<file path="src/rtl/rx_cfg_sequencer.sv">
// RX chain configuration sequencer: reset, single-cycle rate load, settle, then enable.
// Commands are accepted only in IDLE and RUN; illegal start rates only set the sticky error.
module rx_cfg_sequencer #(
  parameter int RST_CYCLES    = 4,
  parameter int SETTLE_CYCLES = 8,
  parameter int RATE_MIN      = 4,
  parameter int RATE_MAX      = 4095
) (
  input  logic        clk,
  input  logic        rst_n,
  input  logic        cmd_valid_i,
  output logic        cmd_ready_o,
  input  logic        cmd_start_i,
  input  logic [15:0] cmd_rate_i,
  output logic        rx_rst_n_o,
  output logic [15:0] rx_rate_axis_tdata_o,
  output logic        rx_rate_axis_tvalid_o,
  output logic        rx_en_o,
  output logic        running_o,
  output logic        err_o
);

  localparam int CNT_MAX = (RST_CYCLES > SETTLE_CYCLES) ? RST_CYCLES : SETTLE_CYCLES;
  localparam int CNT_W   = $clog2(CNT_MAX + 1);
  localparam logic [CNT_W-1:0] RST_LOAD    = CNT_W'(RST_CYCLES - 1);
  localparam logic [CNT_W-1:0] SETTLE_LOAD = (SETTLE_CYCLES > 0) ? CNT_W'(SETTLE_CYCLES - 1) : '0;
  localparam logic [15:0] RATE_LO = 16'(RATE_MIN);
  localparam logic [15:0] RATE_HI = 16'(RATE_MAX);

  typedef enum logic [2:0] {
    S_IDLE   = 3'd0,
    S_RESET  = 3'd1,
    S_LOAD   = 3'd2,
    S_SETTLE = 3'd3,
    S_RUN    = 3'd4
  } state_t;

  state_t           state_q, state_d;
  logic [CNT_W-1:0] cnt_q, cnt_d;
  logic [15:0]      rate_q, rate_d;
  logic             err_q, err_d;
  logic             rx_rst_n_q, rx_rst_n_d;
  logic             tvalid_q, tvalid_d;
  logic [15:0]      tdata_q, tdata_d;
  logic             run_q, run_d;
  logic             ready_q, ready_d;
  logic             accept_s;
  logic             rate_ok_s;

  assign accept_s  = cmd_valid_i & ready_q;
  assign rate_ok_s = (cmd_rate_i >= RATE_LO) && (cmd_rate_i <= RATE_HI);

  // State, counter, latched rate and registered outputs
  always_ff @(posedge clk or negedge rst_n) begin
    if (!rst_n) begin
      state_q    <= S_IDLE;
      cnt_q      <= '0;
      rate_q     <= 16'd0;
      err_q      <= 1'b0;
      rx_rst_n_q <= 1'b0;
      tvalid_q   <= 1'b0;
      tdata_q    <= 16'd0;
      run_q      <= 1'b0;
      ready_q    <= 1'b1;
    end else begin
      state_q    <= state_d;
      cnt_q      <= cnt_d;
      rate_q     <= rate_d;
      err_q      <= err_d;
      rx_rst_n_q <= rx_rst_n_d;
      tvalid_q   <= tvalid_d;
      tdata_q    <= tdata_d;
      run_q      <= run_d;
      ready_q    <= ready_d;
    end
  end

  // Next-state, counter and command handling
  always_comb begin
    state_d = state_q;
    cnt_d   = cnt_q;
    rate_d  = rate_q;
    err_d   = err_q;
    case (state_q)
      S_IDLE, S_RUN: begin
        if (accept_s) begin
          if (cmd_start_i && rate_ok_s) begin
            state_d = S_RESET;
            cnt_d   = RST_LOAD;
            rate_d  = cmd_rate_i;
            err_d   = 1'b0;
          end else if (cmd_start_i) begin
            err_d = 1'b1;
          end else begin
            state_d = S_IDLE;
          end
        end else begin
          state_d = state_q;
        end
      end
      S_RESET: begin
        if (cnt_q == '0) begin
          state_d = S_LOAD;
        end else begin
          cnt_d = cnt_q - CNT_W'(1);
        end
      end
      S_LOAD: begin
        // Zero settle time goes straight from the rate strobe to RUN
        if (SETTLE_CYCLES == 0) begin
          state_d = S_RUN;
        end else begin
          state_d = S_SETTLE;
          cnt_d   = SETTLE_LOAD;
        end
      end
      S_SETTLE: begin
        if (cnt_q == '0) begin
          state_d = S_RUN;
        end else begin
          cnt_d = cnt_q - CNT_W'(1);
        end
      end
      default: begin
        state_d = S_IDLE;
        cnt_d   = '0;
      end
    endcase
  end

  // Output values decoded from the upcoming state so they register in step with it
  always_comb begin
    rx_rst_n_d = (state_d == S_LOAD) || (state_d == S_SETTLE) || (state_d == S_RUN);
    tvalid_d   = (state_d == S_LOAD);
    run_d      = (state_d == S_RUN);
    ready_d    = (state_d == S_IDLE) || (state_d == S_RUN);
    if (state_d == S_LOAD) begin
      tdata_d = rate_q;
    end else begin
      tdata_d = tdata_q;
    end
  end

  assign cmd_ready_o           = ready_q;
  assign rx_rst_n_o            = rx_rst_n_q;
  assign rx_rate_axis_tdata_o  = tdata_q;
  assign rx_rate_axis_tvalid_o = tvalid_q;
  assign rx_en_o               = run_q;
  assign running_o             = run_q;
  assign err_o                 = err_q;

endmodule
</file>
<file path="config.mk">
export PLATFORM = sky130hd
export DESIGN_NAME = rx_cfg_sequencer
export DESIGN_NICKNAME = d
export VERILOG_FILES = /design/src/rtl/rx_cfg_sequencer.sv
export SDC_FILE = /design/constraint.sdc
export NUM_CORES = 1
export LEC_CHECK = 0
export BUFFER_PORTS_ARGS = -buffer_cell sky130_fd_sc_hd__buf_2
export CAP_MARGIN = 20
export CORE_MARGIN = 4
export CORE_UTILIZATION = 47
export DETAILED_ROUTE_END_ITERATION = 16
export GPL_TIMING_DRIVEN = 0
export PLACE_DENSITY_LB_ADDON = 0.15
export SLEW_MARGIN = 15
export SYNTH_ARGS = -nofsm -noshare
export SYNTH_HDL_FRONTEND = slang
export SYNTH_SLANG_ARGS = --single-unit
</file>
<file path="constraint.sdc">
create_clock -name clk -period 1.78 [get_ports clk]
set_input_delay 0.356 -clock clk [delete_from_list [all_inputs] [get_ports clk]]
set_output_delay 0.356 -clock clk [all_outputs]
set_load 0.05 [all_outputs]
</file>
== Word level (Yosys, flattened, before mapping) ==
Cells that the tools add are included.
Word-level totals
  flip-flop bits (word level): 44
  word-level logic and storage cells: 49
Cells by class
  add/subtract/negate cells: 1
  $lt $le $gt $ge: 2
  reductions and logical operators: 14
  equality and inequality tests: 10
  multiplexer cells: 12
  bitwise operators: 1
Operator list (number)
  $ge A16 B3 Y1 const B: 1
  $le A16 B12 Y1 const B: 1
  $mux W3: 5
  $eq A3 B2 Y1 const B: 4
  $mux W4: 3
  $pmux W3 S4: 1
  $pmux W4 S3: 1
  $reduce_and A3 Y1: 3
  $eq A3 B3 Y1 const B: 2
  $logic_not A3 Y1: 2
  $ne A2 B2 Y1 const B: 3
  $logic_not A4 Y1: 1
  $reduce_or A2 Y1: 2
  $sub A4 B1 Y4 const B: 1
  $eq A3 B1 Y1 const B: 1
  $logic_or A1 B1 Y1: 3
  $logic_and A1 B1 Y1: 2
  $mux W1: 2
  $reduce_bool A2 Y1: 1
  $and A1 B1 Y1: 1

== Logic depth before layout (Yosys ltp) ==
Gate-level depths: netlist (run 1).
  depth after elaboration: 9
  mapped depth: 8
  depth with buffers taken out: 6

== Worst setup path after synthesis (run 1) ==
No wires, ideal clock.
  path type: register to register
  start: register cnt_q[0]
  end: register tdata_q[10] (netlist: rx_rate_axis_tdata_o[10])
  data required time: 1655 ps
  period minus slack after synthesis: 1972 ps
  path buffers: 2
  data arrival time: 1847 ps
  cell stages (with the launch flop): 9
  setup slack: -192 ps
  library setup time: 125 ps
  cell sequence: dfrtp_1 -> inv_1 -> ha_1 -> and4bb_2 -> clkbuf_2 -> nand2_1 -> nor2_2 -> buf_6 -> mux2_2
On the way
  word-level cells in the longest chain between the ends: 4
  elaborated cells between the ends (all ways): 5
  those cells by class: 1 x eq/ne; 3 x mux; 1 x reduce/logical
Ends and longest elaborated chain
  start, declared: line 39  | logic [CNT_W-1:0] cnt_q, cnt_d;
  start signal, assigned: line 67  | cnt_q <= cnt_d;
  $logic_not A4 Y1 (*): line 102, 118
  $mux W3, on equally long branches: line 118, 102
  $pmux W3 S4 (*): line 84  | case (state_q)
  $eq A3 B2 Y1 (*)
  via tvalid_d: line 43  | logic tvalid_q, tvalid_d;
  end signal, assigned: line 72  | tdata_q <= tdata_d;
  end, declared: line 44  | logic [15:0] tdata_q, tdata_d;
Mark *: on every way through the listed nets, which the timed path passes. The rest lies on a longest branch.
A chain may end at the register's enable or synchronous reset.

== Final worst setup path (run 1) ==
  start: register cnt_q[1]
  end: register tdata_q[12] (netlist: rx_rate_axis_tdata_o[12])
On the way
  word-level cells in the longest chain between the ends: 4
  elaborated cells between the ends (all ways): 5
  those cells by class: 1 x eq/ne; 3 x mux; 1 x reduce/logical
Ends and longest elaborated chain
  $logic_not A4 Y1 (*): line 102, 118
  $mux W3, on equally long branches: line 118, 102
  $pmux W3 S4 (*): line 84
  $eq A3 B2 Y1 (*): line 137  | if (state_d == S_LOAD) begin
Every way passes the cells marked *; elsewhere a longest branch is shown, timed or not.

==> results.txt, run 1 <==
Post-Syn Nets: 154
Clock transition at path regs: 80 ps
Leading register cell type out of synthesis: dfrtp_1
Max_cap viols: 0
Max Clock Freq: 571.0 MHz
Placed Area: 2161 um^2
Largest net degree at the start of global routing: 45
I/O pins: 42
Vias in the first global route: 1416
# fillers: 274
Post-DP HPWL: 2622 um
CP max FO: 5
Worst slew pin tran: 933.6 ps
Worst-Skew Late Latency: 290 ps
Total power: 3.799 mW
Status: complete, no violations
CTS root buffer: clkbuf_8
# rows: 22
Die Height: 70.30 um
Max Root-Sink Buffers: 2
Syn avg cell area: 13.72 um^2
CP arrival: 1930 ps
Hold-fix buffers at CTS: 0
Layout Nets: 218
Endpoint class of the critical path: flip-flop
CP Launch Type: flip-flop
Max Slew Vio Count: 0
Overflow left after global routing: 0
WHS: 201.6 ps
Synth top area cells: dfrtp_1 (59%), mux2_2 (15%), mux2_4 (3.3%)
Crit path cell chain: inv_2 -> ha_4 -> and4bb_2 -> nand2_4 -> nor2_4 -> buf_6 -> mux2_4
Residual DRC: 0
DRT Pass-1 Iters: 4
Core area: 3716 um^2
Minimum clock period after layout: 1751 ps
Post-synth cell types: 39
Die ar.: 4942 um^2
Routed vias/inst: 5.346
Clock Sinks: 44
Slew headroom: 37.76%
Remaining antenna violation count: 0
Mapped Cells: 133
Share of the synthesized area in the top cell type: 58.98%
Synth-to-Final Area Change: 36.01%
Vias: 1315
DRT iter0 DRCs: 47
IO buf count: 41
Synth warn: 0
Hold crit path type: primary input to asynchronous set/reset pin
First-pass GRT wire length: 6851 um
Final Hold Fails: 0
Per-cell routed wire length: 15.96 um
H-tree depth: 2
Fin crit share: 98.39%
Yosys top cell by area: dfrtp_1
Initial Util: 49.09%
Sequential fraction of the synthesis area: 60.43%
Setup violators final: 0
Most frequent cells after synthesis: dfrtp_1 (43), mux2_2 (24), nand2_1 (7)
#FFs+latches synth: 44
Worst vdd ir: 0.5914 mV
CTS buffer count: 5
CTS tree: yes
Post-synth EDFFs: 0
Req. time, crit path: 1960 ps
Post-synthesis cell area: 1824 um^2
Crit-path max cell delay: 400 ps
Initial antenna violation count: 0
PwrDens: 1531 nW/um^2
Detailed Route WL: 3927 um
RSZ-0062 raised after global routing: true
Total global-route track usage: 17.60%
# diodes: 0
Critical path class: flip-flop to flip-flop
GPL Wtd Cong: 0.8088
Asr flop ratio synth: 100.0%
Layout cell share with drive strength beyond 1: 57.07%
Width of the die: 70.30 um
LEAKAGE: 1.306 nW
Cell with the most instances after synthesis: dfrtp_1
Crit-path slowest cell: dfrtp_1
Clk_skew: 2.469 ps
Final Cell Area: 2481 um^2
## cell usage in the layout (no fill, tap or decap), types with 2 or more instances in the layout
| cell | instances |
|---|---|
| dfrtp_1 | 42 |
| buf_6 | 5 |
| inv_1 | 3 |
| nand2_4 | 2 |
| buf_4 | 15 |
| clkbuf_1 | 2 |
| nand3_1 | 2 |
| nand2_1 | 6 |
| o21ai_0 | 4 |
| mux2_4 | 20 |
| inv_2 | 2 |
| a21oi_1 | 2 |
| and2_1 | 4 |
| buf_2 | 41 |
| mux2_2 | 8 |
| nor2_1 | 3 |
| nor4_2 | 2 |
| o22ai_1 | 2 |
| clkbuf_8 | 6 |
## final timing paths
check,depth (start not counted),slack [ps],from,end
setup / recovery,7,30,cnt_q[1],rx_rate_axis_tdata_o[12]
min in group clk,2,300,cmd_rate_i[0],rate_q[0]
hold / removal,1,200,rst_n,rx_rate_axis_tvalid_o
hold reg to reg,1,510,err_o,err_o
max in group asynchronous,1,940,rst_n,state_q[0]
setup reg to reg,7,30,cnt_q[1],rx_rate_axis_tdata_o[12]
## timing repair
action                     CTS  global route
setup endpoints to repair   20            23
setup buffers               10             8
gates cloned                 1             0
gates resized for setup     10            13
pin swaps                    2             4
## state kept, by name (all words and copies together), names as in the netlist
name and count:
rate_q 16, rx_rate_axis_tdata_o 16, cnt_q 4, state_q 3, cmd_ready_o 1, err_o 1, running_o 1, rx_rate_axis_tvalid_o 1
rx_rst_n_o 1
## worst max-delay path: cells and delay by family, from the launching register on
kind	cells	cell delay [ps]
adders and majority gates	1	140
buffers and inverters	2	270
DFF	1	400
muxes	1	300
and+or+nand+nor	3	540
## final cells by class
type	count	area, um^2	share of cell area [%]
buffer	4	26.28	1.059
clock buffer	6	82.58	3.328
clock inverter	2	38.79	1.563
inverter	5	18.77	0.7564
multi-input combinational	78	795.8	32.07
sequential	44	1104	44.48
tap	48	60.06	2.421
timing repair buffer	59	355.3	14.32
## where the power goes
part	switching [mW]	internal (mW)	total [mW]
Combinational	0.982	0.617	1.60
Sequential	0.167	1.24	1.41
Clock	0.329	0.459	0.788
## layer usage
| metal | GRT usage, % | part of all wire (%) | up-vias |
|---|---|---|---|
| met3 | 5.899 | 7.2 | 10 |
| met5 | 0 | 0 | - |
| met2 | 28.59 | 48 | 50 |
| li1 | - | - | 598 |
| met4 | 8.085 | 2.3 | 0 |
| met1 | 20.99 | 42 | 657 |
## kinds of logic after synthesis
group	synth area share [%]
DFF	60.43
muxes	18.66
and+or+nand+nor	9.191
AOI/OAI and AO/OA	6.722
buffers and inverters	3.361
xor gates and xnor gates	0.9604
adders and majority gates	0.6858
## metrics by stage
step           utilization [%]  setup TNS [ps]  setup WS, ps  std cells
6_report                 66.77               0         28.64        246
4_1_cts                  65.19          -249.8        -32.98        241
5_1_grt                  66.77          -198.6        -35.28        246
3_5_place_dp             58.15           -6902        -350.1        222
2_1_floorplan                -          -466.7        -51.85        133
3_3_place_gp             58.15           -5309        -302.3        222
(Power assumes the default switching activity.)
==> run 2: changes to the inputs <==
--- a/config.mk
+++ b/config.mk
@@ -12,7 +12,9 @@
 export DETAILED_ROUTE_END_ITERATION = 16
 export GPL_TIMING_DRIVEN = 0
 export PLACE_DENSITY_LB_ADDON = 0.15
-export SLEW_MARGIN = 15
+export RECOVER_POWER = 50
+export REMOVE_ABC_BUFFERS = 1
+export SLEW_MARGIN = 20
 export SYNTH_ARGS = -nofsm -noshare
 export SYNTH_HDL_FRONTEND = slang
 export SYNTH_SLANG_ARGS = --single-unit
==> results.txt, run 2 (same netlist as run 1, synthesis figures left out) <==
Hold crit path type: primary input to asynchronous set/reset pin (unchanged)
Reg-to-reg endpoint: rx_rate_axis_tdata_o[2] (was rx_rate_axis_tdata_o[12])
CTS root buffer: clkbuf_8 (unchanged)
Layout cell share with drive strength beyond 1: 48.63% (was 57.07%)
Clock transition at path regs: 80 ps (about the same)
Initial antenna violation count: 0 (unchanged)
Worst vdd ir: 0.6673 mV (was 0.5914 mV)
Setup slack, reg-to-reg: 70 ps (was 30 ps)
WP buf/inv: 2 (unchanged)
Cell family with the largest share of critical-path delay: simple AND/OR/NAND/NOR gates (unchanged)
Max_cap viols: 0 (unchanged)
Residual DRC: 0 (unchanged)
Per-cell routed wire length: 15.54 um (was 15.96 um)
Most common cell after layout, fill and taps aside: dfrtp_1 (unchanged)
Final Hold Fails: 0 (unchanged)
Largest net degree at the start of global routing: 45 (unchanged)
I/O pins: 42 (unchanged)
Minimum clock period after layout: 1714 ps (was 1751 ps)
Most frequent cells in the layout: dfrtp_1 (43), buf_2 (32), mux2_2 (19), mux2_4 (9), clkbuf_1 (8) (was dfrtp_1 (42), buf_2 (41), mux2_4 (20), buf_4 (15), mux2_2 (8))
Die Height: 70.30 um (unchanged)
Layout Nets: 203 (was 218)
H-tree depth: 2 (unchanged)
Clk_skew: 6.598 ps (was 2.469 ps)
CTS buffer count: 5 (unchanged)
CP Launch Type: flip-flop (unchanged)
Vias in the first global route: 1313 (was 1416)
Overflow left after global routing: 0 (unchanged)
Total Neg Setup Slack: 0 ps (unchanged)
Max Root-Sink Buffers: 2 (unchanged)
Initial Util: 49.09% (unchanged)
Crit-path slowest cell: dfrtp_1 (unchanged)
Req. time, crit path: 1970 ps (was 1960 ps)
CP max FO: 8 (was 5)
Clock Sinks: 44 (unchanged)
# diodes: 0 (unchanged)
Reg-to-Reg Start: cnt_q[0] (was cnt_q[1])
LEAKAGE: 1.171 nW (was 1.306 nW)
Slew headroom: 30.55% (was 37.76%)
PwrDens: 1515 nW/um^2 (was 1531 nW/um^2)
Width of the die: 70.30 um (unchanged)
Setup violators final: 0 (unchanged)
Register Area: 1102 um^2 (was 1104 um^2)
Core area: 3716 um^2 (unchanged)
Max Clock Freq: 583.3 MHz (was 571.0 MHz)
Die ar.: 4942 um^2 (unchanged)
Detailed Route WL: 3590 um (was 3927 um)
Remaining antenna violation count: 0 (unchanged)
Critical path class: flip-flop to flip-flop (unchanged)
GPL Wtd Cong: 0.7869 (was 0.8088)
Multi-input gate area: 721.9 um^2 (was 795.8 um^2)
Path depth of the worst reg2reg path: 7 (unchanged)
# rows: 22 (unchanged)
Total global-route track usage: 15.44% (was 17.60%)
Vias: 1233 (was 1315)
Post-DP HPWL: 2514 um (was 2622 um)
Routed vias/inst: 5.338 (was 5.346)
DRT Pass-1 Iters: 4 (unchanged)
Fin worst setup slack: 65.54 ps (was 28.64 ps)
Worst slew pin tran: 1042 ps (was 933.6 ps)
IO buf count: 41 (unchanged)
# fillers: 323 (was 274)
Worst-Skew Late Latency: 300 ps (was 290 ps)
Fin crit share: 96.32% (was 98.39%)
Endpoint class of the critical path: flip-flop (unchanged)
DP Worst Slack: -679.9 ps (was -350.1 ps)
Status: complete, no violations (unchanged)
CP arrival: 1910 ps (was 1930 ps)
Synth-to-Final Area Change: 23.32% (was 36.01%)
CTS tree: yes (unchanged)
Hold-fix buffers at CTS: 0 (unchanged)
DRT iter0 DRCs: 97 (was 47)
First-pass GRT wire length: 6009 um (was 6851 um)
Crit-path max cell delay: 400 ps (about the same)
Crit path cell chain: inv_2 -> ha_4 -> and4bb_2 -> nand2_4 -> nor2_4 -> buf_6 -> mux2_2 (was inv_2 -> ha_4 -> and4bb_2 -> nand2_4 -> nor2_4 -> buf_6 -> mux2_4)
Max Slew Vio Count: 0 (unchanged)
-- run 2: layer usage --
layer / GRT usage [%] / up-vias / wire length (um)
li1: - / 568 / -
met1: 18.16 / 620 / 1481
met2: 25.88 / 35 / 1798
met3: 4.460 / 10 / 227
met4: 7.021 / 0 / 82
met5: 0 / - / 0
-- run 2: repair_timing --
action / CTS / global route
buffers inserted: 4 / 3
endpoints found under the setup margin: 21 / 33
gates resized for setup: 4 / 14
pin swaps: 1 / 1
gates cloned: 0 / 0
-- run 2: how the worst max path moves through the flow --
stage,startpoint,endpoint,slack (ps),cells after the start
6_report,cnt_q[0],rx_rate_axis_tdata_o[2],70,7
5_1_grt,cmd_rate_i[15],rate_q[8],-4,5
4_1_cts,cnt_q[0],rx_rate_axis_tdata_o[6],-10,7
3_5_place_dp,cnt_q[0],rx_rate_axis_tdata_o[6],-680,6
3_3_place_gp,cnt_q[0],rx_rate_axis_tdata_o[8],-580,6
2_1_floorplan,cnt_q[0],rx_rate_axis_tdata_o[0],-220,6
-- run 2: final cells by class --
type / instances / share of cell area [%]
Sequential cell: 44 / 49.00
Tap cell: 48 / 2.670
Clock inverter: 3 / 0.8343
Clock buffer: 5 / 3.059
Timing Repair Buffer: 48 / 11.51
Inverter: 5 / 0.8343
Multi-Input combinational cell: 78 / 32.09
-- run 2: through the flow --
step	instance area (um^2)	power, mW	utilization [%]	hold WS (ps)	std cells
after floorplan	1782	2.364	-	60.41	127
after global placement	2047	2.640	55.08	462.5	216
after detailed placement	2047	2.688	55.08	470.4	216
after CTS	2178	3.339	58.62	230.6	228
after global routing	2250	3.608	60.54	295.6	231
final	2250	3.408	60.54	226.0	231
-- run 2: power by group --
| part | switching [mW] | internal [mW] | leakage [nW] | total [mW] |
|---|---|---|---|---|
| Clock | 0.334 | 0.273 | 0.0479 | 0.607 |
| Sequential | 0.187 | 1.24 | 0.586 | 1.43 |
| Combinational | 0.887 | 0.485 | 0.538 | 1.37 |
| Total | 1.41 | 2.00 | 1.17 | 3.41 |
==> run 3: changes to the inputs <==
--- a/config.mk
+++ b/config.mk
@@ -8,7 +8,7 @@
 export BUFFER_PORTS_ARGS = -buffer_cell sky130_fd_sc_hd__buf_2
 export CAP_MARGIN = 20
 export CORE_MARGIN = 4
-export CORE_UTILIZATION = 47
+export CORE_UTILIZATION = 50
 export DETAILED_ROUTE_END_ITERATION = 16
 export GPL_TIMING_DRIVEN = 0
 export PLACE_DENSITY_LB_ADDON = 0.15
==> constraint.sdc (replaced) <==
create_clock -name clk -period 2.2 [get_ports clk]
set_input_delay 0.44 -clock clk [delete_from_list [all_inputs] [get_ports clk]]
set_output_delay 0.44 -clock clk [all_outputs]
set_load 0.05 [all_outputs]
==> results.txt, run 3 (same netlist as run 1, synthesis figures left out) <==
Max Clock Freq: 509.6 MHz (was 583.3 MHz)
Setup violators final: 0 (unchanged)
# diodes: 0 (unchanged)
Initial antenna violation count: 0 (unchanged)
Initial Util: 53.00% (was 49.09%)
Largest net degree at the start of global routing: 45 (unchanged)
GPL Wtd Cong: 0.8431 (was 0.7869)
Overflow left after global routing: 0 (unchanged)
Vias: 1180 (was 1233)
Fin crit share: 89.20% (was 96.32%)
CTS buffer count: 5 (unchanged)
IO buf count: 41 (unchanged)
RSZ-0062 raised after global routing: false
Worst-Skew Late Latency: 300 ps (about the same)
Path depth of the worst reg2reg path: 7 (unchanged)
I/O pins: 42 (unchanged)
Hold crit path type: primary input to asynchronous set/reset pin (unchanged)
Residual DRC: 0 (unchanged)
LEAKAGE: 1.119 nW (was 1.171 nW)
Vias in the first global route: 1226 (was 1313)
Status: complete, no violations (unchanged)
Most common cell after layout, fill and taps aside: dfrtp_1 (unchanged)
DRT Pass-1 Iters: 4 (unchanged)
Remaining antenna violation count: 0 (unchanged)
Hold-fix buffers at CTS: 0 (unchanged)
Critical path class: flip-flop to flip-flop (unchanged)
# rows: 21 (was 22)
Crit-path slowest cell: dfrtp_1 (unchanged)
Clock Sinks: 44 (unchanged)
Total power: 2.661 mW (was 3.408 mW)
Detailed Route WL: 3281 um (was 3590 um)
# fillers: 304 (was 323)
Crit-path max cell delay: 400 ps (about the same)
Routed vias/inst: 5.291 (was 5.338)
Cell family with the largest share of critical-path delay: simple AND/OR/NAND/NOR gates (unchanged)
Synth-to-Final Area Change: 17.83% (was 23.32%)
First-pass GRT wire length: 5658 um (was 6009 um)
Core area: 3442 um^2 (was 3716 um^2)
Setup slack, reg-to-reg: 240 ps (was 70 ps)
Max Root-Sink Buffers: 2 (unchanged)
Final Hold Fails: 0 (unchanged)
CTS root buffer: clkbuf_8 (unchanged)
Crit path cell chain: inv_1 -> ha_1 -> and4bb_2 -> nand2_1 -> nor2_4 -> buf_12 -> mux2_2 (was inv_2 -> ha_4 -> and4bb_2 -> nand2_4 -> nor2_4 -> buf_6 -> mux2_2)
Endpoint class of the critical path: flip-flop (unchanged)
Most frequent cells in the layout: dfrtp_1 (43), buf_2 (29), mux2_2 (24), clkbuf_1 (12), nand2_1 (7) (was dfrtp_1 (43), buf_2 (32), mux2_2 (19), mux2_4 (9), clkbuf_1 (8))
Max Slew Vio Count: 0 (unchanged)
Per-cell routed wire length: 14.71 um (was 15.54 um)
Minimum clock period after layout: 1962 ps (was 1714 ps)
Worst vdd ir: 0.5939 mV (was 0.6673 mV)
Reg-to-reg endpoint: rx_rate_axis_tdata_o[1] (was rx_rate_axis_tdata_o[2])
Worst slew pin tran: 1041 ps (was 1042 ps)
Req. time, crit path: 2380 ps (was 1970 ps)
Post-DP HPWL: 2339 um (was 2514 um)
CP max FO: 17 (was 8)
Total global-route track usage: 16.58% (was 15.44%)
Die Height: 68.40 um (was 70.30 um)
CTS tree: yes (unchanged)
Max_cap viols: 0 (unchanged)
Total Neg Setup Slack: 0 ps (unchanged)
DRT iter0 DRCs: 58 (was 97)
Layout cell share with drive strength beyond 1: 40.68% (was 48.63%)
WP buf/inv: 2 (unchanged)
Post-layout util: 62.45% (was 60.54%)
Slew headroom: 30.60% (was 30.55%)
Clk_skew: 6.653 ps (was 6.598 ps)
PwrDens: 1238 nW/um^2 (was 1515 nW/um^2)
CP arrival: 2150 ps (was 1910 ps)
CP Launch Type: flip-flop (unchanged)
Layout Nets: 197 (was 203)
Die ar.: 4679 um^2 (was 4942 um^2)
Clock transition at path regs: 80 ps (about the same)
H-tree depth: 2 (unchanged)
Reg-to-Reg Start: cnt_q[0] (unchanged)
Width of the die: 68.40 um (was 70.30 um)
## run 3: routing by layer
metal	vias to the layer above	part of all wire (%)	global-route usage (%)
met5	-	0	0
met4	0	1.2	5.211
met3	5	6.9	6.240
met2	35	50	28.01
met1	583	42	19.36
li1	557	-	-
## run 3: final cells by class
class,instances,area [um^2],area share [%]
flip-flops and latches,44,1102,51.28
multi-input cells,78,665.6,30.97
repair buffers,42,211.5,9.837
clock buffers,7,86.33,4.016
well taps,46,57.56,2.678
inverters,5,18.77,0.8731
clock inverters,1,7.507,0.3492
## run 3: through the flow
step | hold slack [ps] | instance area, um^2 | instances | setup WS [ps]
after floorplan | 144.4 | 1782 | 127 | 199.0
after global placement | 463.5 | 2044 | 214 | -140.1
after detailed placement | 472.9 | 2044 | 214 | -200.0
after CTS | 314.6 | 2143 | 222 | 46.37
after global routing | 373.0 | 2150 | 223 | 123.3
final | 317.3 | 2150 | 223 | 237.6
## run 3: how the worst max path moves through the flow
stage	startpoint	to	cells past startpoint
2_1_floorplan	cnt_q[0]	rx_rate_axis_tdata_o[0]	6
3_3_place_gp	cnt_q[0]	rx_rate_axis_tdata_o[6]	6
3_5_place_dp	cnt_q[0]	rx_rate_axis_tdata_o[1]	6
4_1_cts	cnt_q[0]	rx_rate_axis_tdata_o[10]	6
5_1_grt	cnt_q[0]	rx_rate_axis_tdata_o[7]	7
6_report	cnt_q[0]	rx_rate_axis_tdata_o[1]	7
## run 3: power by group
part | internal, mW | leakage (nW) | switching [mW]
Clock | 0.255 | 0.0445 | 0.265
Combinational | 0.321 | 0.488 | 0.673
Sequential | 1.01 | 0.586 | 0.142
## run 3: what timing repair did
action / in CTS / in global routing
setup endpoints to repair: 16 / 16
gates resized for setup: 1 / 0
pin swaps: 0 / 1
endpoints found under the hold margin: 0 / 0
setup buffers: 0 / 1
